$ cat config.mk
export PLATFORM = sky130hd
export DESIGN_NAME = commit_trace_buffer
export DESIGN_NICKNAME = d
export VERILOG_FILES = /design/src/rtl/commit_trace_buffer.sv
export SDC_FILE = /design/constraint.sdc
export NUM_CORES = 2
export LEC_CHECK = 0
export CAP_MARGIN = 20
export CORE_MARGIN = 2
export CORE_UTILIZATION = 50
export DETAILED_ROUTE_END_ITERATION = 10
export PLACE_DENSITY_LB_ADDON = 0.3
export SYNTH_ARGS = -nofsm -noshare
export SYNTH_HDL_FRONTEND = slang
export SYNTH_SLANG_ARGS = --single-unit
$ cat constraint.sdc
create_clock -name clk -period 49.5 [get_ports clk]
set_input_delay 9.9 -clock clk [delete_from_list [all_inputs] [get_ports clk]]
set_output_delay 9.9 -clock clk [all_outputs]
set_load 0.01 [all_outputs]
$ cat src/rtl/commit_trace_buffer.sv
// Commit trace buffer: captures one retiring instruction per cycle into a record FIFO
// and streams records to the trace sink over valid/ready, counting retired/dropped commits.
module commit_trace_buffer #(
    parameter int XLEN  = 32,
    parameter int DEPTH = 8,
    parameter int CNT_W = 32
) (
    input  logic                       clk,
    input  logic                       reset,
    input  logic                       commit_valid,
    input  logic [XLEN-1:0]            commit_pc,
    input  logic [31:0]                commit_instr,
    input  logic                       rf_we,
    input  logic [4:0]                 rf_rd,
    input  logic [XLEN-1:0]            rf_wdata,
    input  logic                       dm_we,
    input  logic [XLEN-1:0]            dm_addr,
    input  logic [XLEN-1:0]            dm_wdata,
    output logic                       trace_valid,
    input  logic                       trace_ready,
    output logic [XLEN-1:0]            trace_pc,
    output logic [31:0]                trace_instr,
    output logic                       trace_rd_we,
    output logic [4:0]                 trace_rd,
    output logic [XLEN-1:0]            trace_rd_data,
    output logic                       trace_mem_we,
    output logic [XLEN-1:0]            trace_mem_addr,
    output logic [XLEN-1:0]            trace_mem_data,
    output logic [$clog2(DEPTH):0]     level,
    output logic                       full,
    output logic                       overflow,
    output logic [CNT_W-1:0]           retire_count,
    output logic [CNT_W-1:0]           drop_count
);
    localparam int AW = $clog2(DEPTH);
    localparam int LW = AW + 1;

    typedef struct packed {
        logic [XLEN-1:0] pc;
        logic [31:0]     instr;
        logic            rd_we;
        logic [4:0]      rd;
        logic [XLEN-1:0] rd_data;
        logic            mem_we;
        logic [XLEN-1:0] mem_addr;
        logic [XLEN-1:0] mem_data;
    } rec_t;

    rec_t          mem [DEPTH];
    rec_t          wrec;
    rec_t          head;
    logic [AW-1:0] wr_ptr, rd_ptr;
    logic          push, pop, drop;

    // x0 writes are not architectural; unused fields are zeroed so records compare cleanly
    always_comb begin
        wrec          = '0;
        wrec.pc       = commit_pc;
        wrec.instr    = commit_instr;
        wrec.rd_we    = rf_we && (rf_rd != 5'd0);
        wrec.rd       = wrec.rd_we ? rf_rd : 5'd0;
        wrec.rd_data  = wrec.rd_we ? rf_wdata : '0;
        wrec.mem_we   = dm_we;
        wrec.mem_addr = dm_we ? dm_addr : '0;
        wrec.mem_data = dm_we ? dm_wdata : '0;
    end

    assign full        = (level == LW'(DEPTH));
    assign trace_valid = (level != '0);
    assign pop         = trace_valid && trace_ready;
    assign push        = commit_valid && (!full || pop);
    assign drop        = commit_valid && full && !pop;

    always_ff @(posedge clk or posedge reset) begin
        if (reset) begin
            for (int i = 0; i < DEPTH; i++) mem[i] <= '0;
            wr_ptr       <= '0;
            rd_ptr       <= '0;
            level        <= '0;
            overflow     <= 1'b0;
            retire_count <= '0;
            drop_count   <= '0;
        end else begin
            if (push) begin
                mem[wr_ptr] <= wrec;
                wr_ptr      <= wr_ptr + 1'b1;
            end
            if (pop) rd_ptr <= rd_ptr + 1'b1;
            case ({push, pop})
                2'b10:   level <= level + 1'b1;
                2'b01:   level <= level - 1'b1;
                default: level <= level;
            endcase
            if (commit_valid) retire_count <= retire_count + 1'b1;
            if (drop) begin
                overflow <= 1'b1;
                if (drop_count != '1) drop_count <= drop_count + 1'b1;
            end
        end
    end

    // show-ahead: head entry drives the trace port straight from storage
    assign head           = mem[rd_ptr];
    assign trace_pc       = head.pc;
    assign trace_instr    = head.instr;
    assign trace_rd_we    = head.rd_we;
    assign trace_rd       = head.rd;
    assign trace_rd_data  = head.rd_data;
    assign trace_mem_we   = head.mem_we;
    assign trace_mem_addr = head.mem_addr;
    assign trace_mem_data = head.mem_data;
endmodule
==> summary by stage <==
Outcome
The flow ran to the end, and the final reports show no timing, DRC or antenna violations.

Critical path
The beginning of the critical path is rd_ptr[1]$_DFFE_PP0P_. Setup slack on the worst reg-to-reg path comes out at 44.84 ns. STA classifies the critical path endpoint as an output port. The worst path arrival time is 5.68 ns.

The reg-to-reg startpoint is level[1]$_DFFE_PP0P_. In this run the critical register-to-register path is captured at mem[565]$_DFFE_PP0P_. The kind of launch point of the worst setup path is a register. The worst register-to-register path has a depth of 6. The critical path in this run is classified as reg2out.

Along the worst path, the maximum fanout reaches 72. The required arrival time at the worst endpoint is 39.60 ns.

Floorplanning
The number of ports placed on the die boundary is 409. In this run the standard cell core region covers 0.1220 mm2. Row generation in the floorplan step produced 128 rows. The width of the chip is 355.1 um. The overall die height is 355.1 um. Once the floorplan was initialized, standard cells occupied 50.49% of the core. The overall die area is 0.1261 mm2.

Drt
The DRC violation count after routing is 0. After the first detailed-routing iteration, the DRC count stood at 2724. The detail-routed via count per cell is 5.637. The via total after detailed routing is 38326.

The detail route stage leaves a number of antenna-violating nets equal to 0. The first detailed-routing pass took 7 iterations. The wire length reported by the detailed router is 146500 um. Dividing the detail-routed wire length by the instance count gives 21.55 um.

Hold path
The number of instances on the worst hold path is 2. The endpoint of the worst hold-timing path is mem[228]$_DFFE_PP0P_. The worst hold path belongs to the class reg2reg. The worst hold path begins at mem[228]$_DFFE_PP0P_.

Synthesis
The commonest cells after synthesis are sky130_fd_sc_hd__dfrtp_1 (1411), sky130_fd_sc_hd__nand2_1 (950), sky130_fd_sc_hd__o21ai_0 (789). Of the post-synthesis cell area, the dominant cell type holds 57.30%. The post-synthesis area per instance is 12.93 um2.

Among all cell types in the netlist, the one instantiated most often is sky130_fd_sc_hd__dfrtp_1. Yosys printed 0 warnings. The post-synthesis cell count is 4767. The share of synthesized registers carrying an async set or reset is 100.0%.

The post-synthesis net count is 4945. Yosys mapped a number of flops with a built-in enable equal to 0. The share of the Yosys chip area taken by registers is 57.30%.

For this run, the leading register cell type out of synthesis is sky130_fd_sc_hd__dfrtp_1. After synthesis the netlist holds a flip-flop and latch count of 1411. Counting distinct cell types in the post-synthesis netlist gives 45. After synthesis, the cell types taking the most area are sky130_fd_sc_hd__dfrtp_1 (57%), sky130_fd_sc_hd__mux2_2 (13%), sky130_fd_sc_hd__mux4_2 (12%). The post-synth design cell area is 0.06162 mm2. The top cell type by total area after synthesis is sky130_fd_sc_hd__dfrtp_1.

Place
After detailed placement, the total cell area comes to 0.06655 mm2. The number of buffer cells added on primary ports is 408. Once detailed placement completed, the half-perimeter wirelength came to 82570 um. At the end of routability-driven placement, the weighted congestion stood at 0.8024.

GRT
The global-route wire length before repair is 233200 um. The number of global-route vias before repair is 40180. The number of antenna violations at the first check in global routing is 17. The global-route usage over all layers is 23.64%.

Entering global routing, the biggest net connects 180 pins. Global routing finished with a remaining overflow of 0.

Clocking
The CTS tree is built. The count of hold buffers inserted by post-cts repair is 0. The clock transition time at the flip-flop clock pins of the worst setup and hold paths is 0.06 ns.

Buffers inserted during clock tree synthesis total 152. The clock drives 1411 sinks. Post-CTS timing repair inserted 0 buffers for setup.

The clock passes through at most 3 buffers. The tree is rooted in a sky130_fd_sc_hd__clkbuf_16. The quantity of gates resized following cts is 0. CTS built an H-tree with a depth of 4. The later pin in the worst-skew pair is clocked with a latency of 0.78 ns.

Layout
Once layout is complete, the utilization of the core stands at 58.90%. The count of nets after finishing is 5226. The count of fill cells added during filler insertion is 9667. Cells with a size suffix above 1 make up 26.14% of the layout. The area added between synthesis and finish is 16.64%. The total non-filler cell area in the finished layout is 0.07187 mm2.

STA
The fmax is 64.20 MHz. The final cycle utilization of the critical path is 31.47%. The minimum period implied by the final worst setup slack is 15.58 ns.

Setup repair after global routing left no endpoint under its margin. The final-report max-slew violation count is 0. The clock arrives with 0.02212 ns of skew. The count of final setup violators is 0. The number of endpoints with negative hold slack in the final report is 0.

The aggregate negative setup slack is 0 ns. The pin slew with the least headroom to its limit is 1.150 ns. The remaining max-slew budget at the tightest pin is 23.35%.

Job
The reported max-cap violation count is 0.

Pwr
The power per unit of standard cell area is 69.83 mW/mm2. Summed over all cells, the static leakage comes to 31.25 nW. The highest ir drop seen on vdd is 0.05288 mV.
routing by layer:
layer | routed length, um | share of wire (%) | vias to the layer above | GRT usage (%)
met5 | 119 | 0.081 | - | 0
met4 | 3145 | 2.1 | 18 | 6.653
met3 | 8321 | 5.7 | 216 | 5.297
met2 | 71840 | 49 | 810 | 38.58
met1 | 63100 | 43 | 19778 | 32.06
li1 | - | - | 17504 | -
report_power, final:
part           switching (mW)  total, mW  internal [mW]  leakage [nW]
logic                   0.851       1.92           1.07          10.7
registers               0.278       1.94           1.66          18.0
clock network           0.474       1.16          0.686          2.54
total                    1.60       5.02           3.42          31.2
registers in the layout, indices dropped and copies added, names as in the netlist:
register      flops
mem            1336
drop_count       32
retire_count     32
level             4
rd_ptr            3
wr_ptr            3
overflow          1
cell type report:
cell class / count / area [um2] / area share, %
Sequential cell: 1411 / 35320 / 49.14
Antenna cell: 5 / 12.51 / 0.01741
Clock buffer: 218 / 4404 / 6.128
Multi-Input combinational cell: 3000 / 24540 / 34.15
Inverter: 8 / 36.28 / 0.05048
Timing Repair Buffer: 475 / 4760 / 6.622
Clock inverter: 57 / 763.2 / 1.062
Tap cell: 1625 / 2033 / 2.829
kinds of logic (layout without fill, tap and decap cells):
| group | count (synthesis) | in the layout | share of synthesized area, % |
|---|---|---|---|
| AO/OA/AOI/OAI | 828 | 828 | 6.753 |
| XOR/XNOR | 68 | 68 | 0.9665 |
| adder cells (fa/ha/maj) | 7 | 7 | 0.1421 |
| buffers and inverters | 356 | 758 | 2.908 |
| flip-flops | 1411 | 1411 | 57.30 |
| multiplexers | 1028 | 1028 | 24.92 |
| other | 0 | 5 | 0 |
| AND/OR/NAND/NOR | 1069 | 1069 | 7.007 |
critical path, stage by stage, from the launching register on:
cell and delay, ns:
sky130_fd_sc_hd__dfrtp_4 1.09, sky130_fd_sc_hd__buf_4 0.98, sky130_fd_sc_hd__buf_4 0.75, sky130_fd_sc_hd__buf_4 0.75, sky130_fd_sc_hd__mux4_2 0.42, sky130_fd_sc_hd__mux2_2 0.32, sky130_fd_sc_hd__clkdlybuf4s50_1 0.53
placed cells by master, fill, tap and decap left out, types with 7 or more instances in the layout:
cell type,n
sky130_fd_sc_hd__clkinv_2,26
sky130_fd_sc_hd__mux4_2,334
sky130_fd_sc_hd__clkbuf_1,33
sky130_fd_sc_hd__and4_1,7
sky130_fd_sc_hd__clkdlybuf4s50_1,407
sky130_fd_sc_hd__and3_1,10
sky130_fd_sc_hd__ha_1,7
sky130_fd_sc_hd__o21ai_1,30
sky130_fd_sc_hd__nor2_1,16
sky130_fd_sc_hd__buf_4,57
sky130_fd_sc_hd__nand3_1,30
sky130_fd_sc_hd__nand4_1,20
sky130_fd_sc_hd__dfrtp_1,1408
sky130_fd_sc_hd__nand2_1,950
sky130_fd_sc_hd__clkbuf_16,154
sky130_fd_sc_hd__xor2_1,19
sky130_fd_sc_hd__o21ai_0,789
sky130_fd_sc_hd__clkbuf_8,31
sky130_fd_sc_hd__xnor2_1,49
sky130_fd_sc_hd__clkinv_8,9
sky130_fd_sc_hd__mux2_2,687
sky130_fd_sc_hd__bufinv_16,12
through the flow:
step / worst slack, ns / std cells / hold slack [ns] / power (mW)
2_1_floorplan: 20.07 / 4767 / 0.4446 / 3.206
3_3_place_gp: 33.49 / 6513 / 0.4568 / 3.818
3_5_place_dp: 33.41 / 6513 / 0.4650 / 3.884
4_1_cts: 33.75 / 6788 / 0.4771 / 5.066
5_1_grt: 33.44 / 6798 / 0.4925 / 5.319
6_report: 33.92 / 6799 / 0.4715 / 5.019
worst max-delay path by stage:
| stage | cells after the start | slack, ns | endpoint |
|---|---|---|---|
| after floorplan | 1 | 20.07 | drop_count[0]$_DFFE_PP0P_ |
| after global placement | 8 | 33.49 | mem[109]$_DFFE_PP0P_ |
| after detailed placement | 8 | 33.41 | mem[109]$_DFFE_PP0P_ |
| after CTS | 6 | 33.75 | trace_mem_data[8] |
| after global routing | 8 | 33.44 | mem[287]$_DFFE_PP0P_ |
| final | 6 | 33.92 | trace_mem_data[4] |
Power figures use the tool's default switching activity.
